--- config.mk ---
export PLATFORM = sky130hd
export DESIGN_NAME = nx_node_decoder
export DESIGN_NICKNAME = d
export VERILOG_FILES = /design/src/rtl/nx_node_decoder.sv
export SDC_FILE = /design/constraint.sdc
export NUM_CORES = 1
export LEC_CHECK = 0
export ABC_AREA = 1
export ABC_CLOCK_PERIOD_IN_PS = 1350
export CORE_MARGIN = 1.5
export CORE_UTILIZATION = 40
export DETAILED_ROUTE_END_ITERATION = 7
export GPL_ROUTABILITY_DRIVEN = 0
export GPL_TIMING_DRIVEN = 1
export PLACE_DENSITY = 0.83
export SYNTH_ARGS = -nofsm -noshare
export SYNTH_HDL_FRONTEND = slang
export SYNTH_SLANG_ARGS = --single-unit
--- constraint.sdc ---
create_clock -name clk_i -period 1.35 [get_ports clk_i]
set_input_delay 0.3375 -clock clk_i [delete_from_list [all_inputs] [get_ports clk_i]]
set_output_delay 0.3375 -clock clk_i [all_outputs]
set_load 0.02 [all_outputs]
--- src/rtl/nx_node_decoder.sv ---
// Inbound message decoder for a mesh node.
// Locally addressed messages become single-cycle strobes (instruction load,
// I/O mapping, signal state). Messages for other nodes and all broadcasts go
// out on a one-deep bypass stream toward their target.
module nx_node_decoder #(
  parameter int STREAM_WIDTH   = 32,
  parameter int ADDR_ROW_WIDTH = 4,
  parameter int ADDR_COL_WIDTH = 4,
  parameter int COMMAND_WIDTH  = 2,
  parameter int INPUTS         = 8,
  parameter int OUTPUTS        = 8,
  localparam int IOW = $clog2((INPUTS > OUTPUTS) ? INPUTS : OUTPUTS),
  localparam int OIW = $clog2(OUTPUTS),
  localparam int PW  = STREAM_WIDTH - 1 - ADDR_ROW_WIDTH - ADDR_COL_WIDTH - COMMAND_WIDTH
) (
  input  logic                      clk_i,
  input  logic                      rst_ni,
  input  logic [ADDR_ROW_WIDTH-1:0] node_row_i,
  input  logic [ADDR_COL_WIDTH-1:0] node_col_i,
  input  logic [STREAM_WIDTH-1:0]   in_data_i,
  input  logic [1:0]                in_dir_i,
  input  logic                      in_valid_i,
  output logic                      in_ready_o,
  output logic [STREAM_WIDTH-1:0]   byp_data_o,
  output logic [1:0]                byp_dir_o,
  output logic                      byp_valid_o,
  input  logic                      byp_ready_i,
  output logic [PW-1:0]             instr_data_o,
  output logic                      instr_valid_o,
  output logic [IOW-1:0]            map_io_o,
  output logic                      map_input_o,
  output logic [ADDR_ROW_WIDTH-1:0] map_remote_row_o,
  output logic [ADDR_COL_WIDTH-1:0] map_remote_col_o,
  output logic [OIW-1:0]            map_remote_idx_o,
  output logic                      map_slot_o,
  output logic                      map_broadcast_o,
  output logic                      map_seq_o,
  output logic                      map_valid_o,
  output logic [ADDR_ROW_WIDTH-1:0] signal_remote_row_o,
  output logic [ADDR_COL_WIDTH-1:0] signal_remote_col_o,
  output logic [OIW-1:0]            signal_remote_idx_o,
  output logic                      signal_state_o,
  output logic                      signal_valid_o,
  output logic [7:0]                err_count_o
);

  localparam logic [COMMAND_WIDTH-1:0] CMD_LOAD_INSTR = COMMAND_WIDTH'(0);
  localparam logic [COMMAND_WIDTH-1:0] CMD_CONFIGURE  = COMMAND_WIDTH'(1);
  localparam logic [COMMAND_WIDTH-1:0] CMD_SIG_STATE  = COMMAND_WIDTH'(2);

  localparam logic [1:0] DIR_N = 2'd0;
  localparam logic [1:0] DIR_E = 2'd1;
  localparam logic [1:0] DIR_S = 2'd2;
  localparam logic [1:0] DIR_W = 2'd3;

  // Payload field positions, packed upward from bit 0.
  localparam int CFG_IDX = 3;
  localparam int CFG_COL = CFG_IDX + OIW;
  localparam int CFG_ROW = CFG_COL + ADDR_COL_WIDTH;
  localparam int CFG_INP = CFG_ROW + ADDR_ROW_WIDTH;
  localparam int CFG_IO  = CFG_INP + 1;
  localparam int SIG_IDX = 1;
  localparam int SIG_COL = SIG_IDX + OIW;
  localparam int SIG_ROW = SIG_COL + ADDR_COL_WIDTH;

  logic                      hdr_bc;
  logic [ADDR_ROW_WIDTH-1:0] hdr_row;
  logic [ADDR_COL_WIDTH-1:0] hdr_col;
  logic [COMMAND_WIDTH-1:0]  hdr_cmd;
  logic [PW-1:0]             payload;
  logic                      accept;
  logic                      is_local;
  logic [1:0]                fwd_dir;

  logic [STREAM_WIDTH-1:0]   byp_data_q, byp_data_d;
  logic [1:0]                byp_dir_q, byp_dir_d;
  logic                      byp_valid_q, byp_valid_d;
  logic [PW-1:0]             instr_data_q, instr_data_d;
  logic                      instr_valid_q, instr_valid_d;
  logic [IOW-1:0]            map_io_q, map_io_d;
  logic                      map_input_q, map_input_d;
  logic [ADDR_ROW_WIDTH-1:0] map_row_q, map_row_d;
  logic [ADDR_COL_WIDTH-1:0] map_col_q, map_col_d;
  logic [OIW-1:0]            map_idx_q, map_idx_d;
  logic                      map_slot_q, map_slot_d;
  logic                      map_bc_q, map_bc_d;
  logic                      map_seq_q, map_seq_d;
  logic                      map_valid_q, map_valid_d;
  logic [ADDR_ROW_WIDTH-1:0] sig_row_q, sig_row_d;
  logic [ADDR_COL_WIDTH-1:0] sig_col_q, sig_col_d;
  logic [OIW-1:0]            sig_idx_q, sig_idx_d;
  logic                      sig_state_q, sig_state_d;
  logic                      sig_valid_q, sig_valid_d;
  logic [7:0]                err_count_q, err_count_d;

  assign hdr_bc  = in_data_i[STREAM_WIDTH-1];
  assign hdr_row = in_data_i[STREAM_WIDTH-2 -: ADDR_ROW_WIDTH];
  assign hdr_col = in_data_i[STREAM_WIDTH-2-ADDR_ROW_WIDTH -: ADDR_COL_WIDTH];
  assign hdr_cmd = in_data_i[STREAM_WIDTH-2-ADDR_ROW_WIDTH-ADDR_COL_WIDTH -: COMMAND_WIDTH];
  assign payload = in_data_i[PW-1:0];

  // The bypass register can take a new message whenever it is empty or draining now.
  assign in_ready_o = !byp_valid_q || byp_ready_i;
  assign accept     = in_valid_i && in_ready_o;
  assign is_local   = hdr_bc || (hdr_row == node_row_i && hdr_col == node_col_i);

  // Route: broadcasts keep travelling away from where they came in; others go row first, then column.
  always_comb begin
    fwd_dir = DIR_E;
    if (hdr_bc)                  fwd_dir = in_dir_i ^ 2'b10;
    else if (hdr_row < node_row_i) fwd_dir = DIR_N;
    else if (hdr_row > node_row_i) fwd_dir = DIR_S;
    else if (hdr_col < node_col_i) fwd_dir = DIR_W;
  end

  // Next state for the bypass register, the decode strobes and fields, and the error counter.
  always_comb begin
    byp_data_d    = byp_data_q;
    byp_dir_d     = byp_dir_q;
    byp_valid_d   = byp_valid_q;
    instr_data_d  = instr_data_q;
    instr_valid_d = 1'b0;
    map_io_d      = map_io_q;
    map_input_d   = map_input_q;
    map_row_d     = map_row_q;
    map_col_d     = map_col_q;
    map_idx_d     = map_idx_q;
    map_slot_d    = map_slot_q;
    map_bc_d      = map_bc_q;
    map_seq_d     = map_seq_q;
    map_valid_d   = 1'b0;
    sig_row_d     = sig_row_q;
    sig_col_d     = sig_col_q;
    sig_idx_d     = sig_idx_q;
    sig_state_d   = sig_state_q;
    sig_valid_d   = 1'b0;
    err_count_d   = err_count_q;

    if (accept && (hdr_bc || !is_local)) begin
      byp_data_d  = in_data_i;
      byp_dir_d   = fwd_dir;
      byp_valid_d = 1'b1;
    end else if (byp_ready_i) begin
      byp_valid_d = 1'b0;
    end

    if (accept && is_local) begin
      case (hdr_cmd)
        CMD_LOAD_INSTR: begin
          instr_data_d  = payload;
          instr_valid_d = 1'b1;
        end
        CMD_CONFIGURE: begin
          map_io_d    = payload[CFG_IO +: IOW];
          map_input_d = payload[CFG_INP];
          map_row_d   = payload[CFG_ROW +: ADDR_ROW_WIDTH];
          map_col_d   = payload[CFG_COL +: ADDR_COL_WIDTH];
          map_idx_d   = payload[CFG_IDX +: OIW];
          map_slot_d  = payload[2];
          map_bc_d    = payload[1];
          map_seq_d   = payload[0];
          map_valid_d = 1'b1;
        end
        CMD_SIG_STATE: begin
          sig_row_d   = payload[SIG_ROW +: ADDR_ROW_WIDTH];
          sig_col_d   = payload[SIG_COL +: ADDR_COL_WIDTH];
          sig_idx_d   = payload[SIG_IDX +: OIW];
          sig_state_d = payload[0];
          sig_valid_d = 1'b1;
        end
        default: begin
          if (err_count_q != 8'hFF) err_count_d = err_count_q + 8'd1;
        end
      endcase
    end
  end

  // State registers; reset clears everything, including a stalled bypass message.
  always_ff @(posedge clk_i or negedge rst_ni) begin
    if (!rst_ni) begin
      byp_data_q    <= '0;
      byp_dir_q     <= '0;
      byp_valid_q   <= 1'b0;
      instr_data_q  <= '0;
      instr_valid_q <= 1'b0;
      map_io_q      <= '0;
      map_input_q   <= 1'b0;
      map_row_q     <= '0;
      map_col_q     <= '0;
      map_idx_q     <= '0;
      map_slot_q    <= 1'b0;
      map_bc_q      <= 1'b0;
      map_seq_q     <= 1'b0;
      map_valid_q   <= 1'b0;
      sig_row_q     <= '0;
      sig_col_q     <= '0;
      sig_idx_q     <= '0;
      sig_state_q   <= 1'b0;
      sig_valid_q   <= 1'b0;
      err_count_q   <= '0;
    end else begin
      byp_data_q    <= byp_data_d;
      byp_dir_q     <= byp_dir_d;
      byp_valid_q   <= byp_valid_d;
      instr_data_q  <= instr_data_d;
      instr_valid_q <= instr_valid_d;
      map_io_q      <= map_io_d;
      map_input_q   <= map_input_d;
      map_row_q     <= map_row_d;
      map_col_q     <= map_col_d;
      map_idx_q     <= map_idx_d;
      map_slot_q    <= map_slot_d;
      map_bc_q      <= map_bc_d;
      map_seq_q     <= map_seq_d;
      map_valid_q   <= map_valid_d;
      sig_row_q     <= sig_row_d;
      sig_col_q     <= sig_col_d;
      sig_idx_q     <= sig_idx_d;
      sig_state_q   <= sig_state_d;
      sig_valid_q   <= sig_valid_d;
      err_count_q   <= err_count_d;
    end
  end

  assign byp_data_o          = byp_data_q;
  assign byp_dir_o           = byp_dir_q;
  assign byp_valid_o         = byp_valid_q;
  assign instr_data_o        = instr_data_q;
  assign instr_valid_o       = instr_valid_q;
  assign map_io_o            = map_io_q;
  assign map_input_o         = map_input_q;
  assign map_remote_row_o    = map_row_q;
  assign map_remote_col_o    = map_col_q;
  assign map_remote_idx_o    = map_idx_q;
  assign map_slot_o          = map_slot_q;
  assign map_broadcast_o     = map_bc_q;
  assign map_seq_o           = map_seq_q;
  assign map_valid_o         = map_valid_q;
  assign signal_remote_row_o = sig_row_q;
  assign signal_remote_col_o = sig_col_q;
  assign signal_remote_idx_o = sig_idx_q;
  assign signal_state_o      = sig_state_q;
  assign signal_valid_o      = sig_valid_q;
  assign err_count_o         = err_count_q;

endmodule

-- Word level (Yosys, flattened, before mapping)
Cells that the tools add are included.
- reduce and logical (&&, ||, !) cells: 16
- add/sub/neg operators: 1
- equal/unequal tests: 5
- bitwise logic cells: 2
- mux-type cells: 12
- order comparisons: 3
- operators by type and width (cell ; count):
    $add 8x1->8 const B ; 1
    $eq 4x4->1 ; 2
    $lt 4x4->1 ; 2
    $mux 1 ; 8
    $mux 2 ; 4
    $ne 8x8->1 const B ; 1
    $reduce_and 2->1 ; 3
    $gt 4x4->1 ; 1
    $logic_and 1x1->1 ; 4
    $logic_or 1x1->1 ; 3
    $reduce_and 3->1 ; 1
    $reduce_or 3->1 ; 1
    $eq 2x1->1 const B ; 1
    $eq 2x2->1 const B ; 1
    $logic_not 1->1 ; 2
    $logic_not 2->1 ; 1
    $not 1->1 ; 2
    $reduce_bool 2->1 ; 1
- bits of input ports: 46
- register bits after elaboration: 97
- logic and storage cells: 59

-- Longest topological paths before layout
- word-level depth: 7
- gate-level depth with buffers: 11
- mapped depth without buffers: 9

-- Least setup slack after synthesis
Ideal clock, no wire load.
- path kind: input to register
- start point: in node_row_i[3]
- end point: reg map_input_q, in the netlist map_input_o
- setup slack: -382 ps
- data arrival time: 1615 ps
- required time: 1233 ps
- stages on the path: 10
- buffers on the path: 1
- cells stage by stage: inv_1 > ha_1 > nand2_1 > nor2_2 > nand2_1 > a21oi_4 > nand2_2 > buf_2 > nand2_1 > nand2_1
- cells in the longest elaborated chain, start to end: 5
- ends and longest elaborated chain (item ; line ; text):
    start, declared ; 18 ; input logic [ADDR_ROW_WIDTH-1:0] node_row_i,
    $eq 4x4->1 ; 105 ; assign is_local = hdr_bc || (hdr_row == node_row_i && hdr_col == node_col_i);
    $logic_and 1x1->1 ; 105 ;
    $logic_or 1x1->1 ; 105 ;
    $logic_and 1x1->1 ; 147 ; if (accept && is_local) begin
    $reduce_and 2->1 (no line) ; -- ;
    end signal, assigned ; 208 ; map_input_q <= map_input_d;
    end, declared ; 81 ; logic map_input_q, map_input_d;
No other way between the ends.
A chain may end at the register's enable or synchronous reset.

-- Final worst setup path
- start point: in node_row_i[1]
- end point: reg sig_row_q[3], in the netlist signal_remote_row_o[3]
- cells in the longest elaborated chain, start to end: 5
- ends and longest elaborated chain (item ; line ; text):
    $eq 4x4->1 ; 105 ;
    $logic_and 1x1->1 ; 105 ;
    $logic_or 1x1->1 ; 105 ;
    $logic_and 1x1->1 ; 147 ;
    $reduce_and 2->1 (no line) ; -- ;
    end signal, assigned ; 216 ; sig_row_q <= sig_row_d;
    end, declared ; 89 ; logic [ADDR_ROW_WIDTH-1:0] sig_row_q, sig_row_d;
No other way between the ends.

==> impl_metrics.ini <==
[status]
status = finished, violations left
violations = negative setup slack

[logic_synthesis]
synth.distinct_cells = 21
netlist_area_mm2 = 0.00416
synth_seq_cells = 97
synth_nets = 545
synth_cells = 490
ys_seq_area_frac = 0.584
avgSynthCellArea_um2 = 8.49
yosys_warnings = 0

[worst_setup_path]
critPathRequiredTime_ns = 1.66
crit_buf_inv = 6
end_kind = flop
critPathMaxFanout = 7
critical_path_class = in -> reg
crit_chain = buf_8 > inv_8 > ha_4 > nand2_4 > nor2_4 > nand2_2 > a21oi_4 > buf_12 > buf_8 > buf_12 > buf_8 > nand3_2 > nand2_1
arrival_ns = 1.81
cp_slowest_cell = ha_4
startpoint_type = primary input
cpPeakStageDelay_ns = 0.27
cp_top_family = buffers and inverters
path_common_cell = buf_8

[grt]
grt_overflow = 0
grt_max_degree = 56
grt_use_total = 0.251
grt_first_pass_wirelength_mm = 21.6
grt_antenna_before_repair = 0
grt_pass1_vias = 4243

[detailed_routing]
drt-pass1-iter-count = 5
ant_nets = 0
viasPerCell = 5.05
dr_total_vias = 4189
drt-initial-drc-count = 255
routed_wirelength_mm = 13.7
route.detailed.drc = 0
routedWlPerCell_um = 16.5

[timing]
period_needed_ns = 1.50
hold_violations = 0
slew_violations = 0
skew_ns = 0.0146
setup_violations = 63
worst_pin_slew_ns = 0.351
fin_ws_ns = -0.151
fmax_mhz = 666
slew-limit-headroom = 0.765
rsz0062_at_grt = yes
timing.final.crit_share = 1.11

[floorplan]
rows = 37
die_y_um = 105
fp.dieW_um = 105
io_pins = 144
core_mm2 = 0.0102
dieArea_mm2 = 0.0110
initial_utilization = 0.408

[clock_network]
cts_buffers = 9
clock_path_buffers = 2
ctsHtreeMaxLevel = 3
clock-sinks = 97
cts_tree = built
clk_latency_ns = 0.38
cts_root_buffer = clkbuf_8
clk_pin_slew_ns = 0.10

[placement]
dp_hpwl_mm = 8.54
dp_slack_ns = -0.962
place.port_buffers = 143

[cells_and_area]
nNetsFinal = 743
fillerInstances = 807
area_growth_pct = 62.7
diodes = 0
drive_above_1_share = 0.444

[worst_hold_path]
min_path_type = in -> reg

[power]
p_leak_nw = 3.53
p_per_area_mw_per_mm2 = 1280
ir_drop_uv = 774
power.total_mw = 8.66

[job]
cap_violations = 0
==> worst paths after layout <==
kind                                               from                                  to  slack (ns)  depth (start not counted)
min in group asynchronous                        rst_ni             instr_valid_o$_DFF_PN0_        0.35                          2
max                                       node_row_i[1]  signal_remote_row_o[3]$_DFFE_PN0P_       -0.15                         13
min reg2reg                instr_data_o[14]$_DFFE_PN0P_        instr_data_o[14]$_DFFE_PN0P_        0.48                          2
max in group asynchronous                        rst_ni          signal_state_o$_DFFE_PN0P_        0.44                          3
min                                       in_data_i[30]          byp_data_o[30]$_DFFE_PN0P_        0.16                          3
max reg2reg                     byp_valid_o$_DFFE_PN0P_  signal_remote_row_o[3]$_DFFE_PN0P_       -0.10                          9
==> what timing repair did <==
action	in CTS	in global routing
hold buffers	1	0
gates resized for setup	537	71
endpoints found under the setup margin	195	92
gates cloned	9	1
pin swaps	62	36
buffers inserted	18	4
hold endpoints to repair	12	0
==> cells in the mapped netlist <==
library cell | number | share of area
nand4_1 | 9 | 0.014
a21oi_1 | 4 | 0.0048
nand3b_1 | 2 | 0.0036
buf_6 | 1 | 0.0027
nand2_2 | 1 | 0.0015
nor2_1 | 12 | 0.011
nand3_1 | 57 | 0.069
buf_1 | 1 | 0.00090
buf_4 | 1 | 0.0018
o21ai_0 | 5 | 0.0060
clkinv_1 | 1 | 0.00090
dfrtp_1 | 97 | 0.58
ha_1 | 9 | 0.027
inv_1 | 25 | 0.023
a21oi_4 | 1 | 0.0039
buf_2 | 13 | 0.016
clkbuf_1 | 5 | 0.0045
nand2_1 | 241 | 0.22
nor2_2 | 1 | 0.0015
o21bai_1 | 1 | 0.0018
xor2_1 | 3 | 0.0063
==> where the power goes <==
part           switching, mW  internal, mW
Sequential             0.364          3.44
Combinational           1.80          1.16
Clock                   1.13         0.764
==> layer usage <==
| layer | GRT usage | routed length [um] |
|---|---|---|
| met5 | 0 | 0 |
| met4 | 0.0978 | 346 |
| met3 | 0.0493 | 868 |
| met2 | 0.431 | 7030 |
| met1 | 0.312 | 5430 |
==> through the flow <==
step	utilization	setup TNS, ns	instances	hold WS, ns	area (um^2)
6_report	0.664	-6.21	829	0.165	6770
5_1_grt	0.664	-8.59	829	0.164	6770
4_1_cts	0.651	-4.46	829	0.158	6640
3_5_place_dp	0.610	-85.24	786	0.204	6220
3_3_place_gp	0.610	-81.20	786	0.205	6220
2_1_floorplan	-	-15.79	490	0.0419	4380
==> flip-flops by register name (all words and copies together) (netlist names), 2 cells and up <==
name                 flops
signal_remote_row_o      4
map_io_o                 3
map_remote_idx_o         3
map_remote_row_o         4
err_count_o              8
byp_dir_o                2
byp_data_o              32
signal_remote_idx_o      3
signal_remote_col_o      4
map_remote_col_o         4
instr_data_o            21
==> tightest hold or removal path: cells and delay by family <==
kind                   cells  cell delay, ns
AND/OR/NAND/NOR            2            0.08
buffers and inverters      1            0.08
==> logic make-up after synthesis <==
| logic type | count (synthesis) | share of synthesized area |
|---|---|---|
| and+or+nand+nor | 323 | 0.317 |
| AOI/OAI and AO/OA | 11 | 0.0166 |
| DFF | 97 | 0.584 |
| adders and majority gates | 9 | 0.0271 |
| xor gates and xnor gates | 3 | 0.00632 |
| buffers and inverters | 47 | 0.0491 |
==> layout by cell type, fill, tap and decap left out, drive strengths merged <==
cell | synthesis | layout
clkdlybuf4s50 | 0 | 27
nor2 | 13 | 13
dlygate4sd2 | 0 | 1
nand3b | 2 | 2
a21oi | 5 | 5
clkinv | 1 | 4
o21ai | 5 | 5
nand4 | 9 | 9
clkbuf | 5 | 10
xor2 | 3 | 3
nand3 | 57 | 57
buf | 16 | 175
dfrtp | 97 | 97
o21bai | 1 | 1
nand2 | 242 | 246
inv | 25 | 28
dlygate4sd3 | 0 | 1
ha | 9 | 9
==> final cells by class <==
class,count,area (um^2),share of cell area
clock inverter,6,57.6,0.00851
clock buffer,10,138,0.0203
timing repair buffer,204,1710,0.253
tap,136,170,0.0251
sequential,97,2430,0.359
multi-input combinational,350,2150,0.317
inverter,26,113,0.0166
No activity file was read; power rests on OpenSTA's default activity.
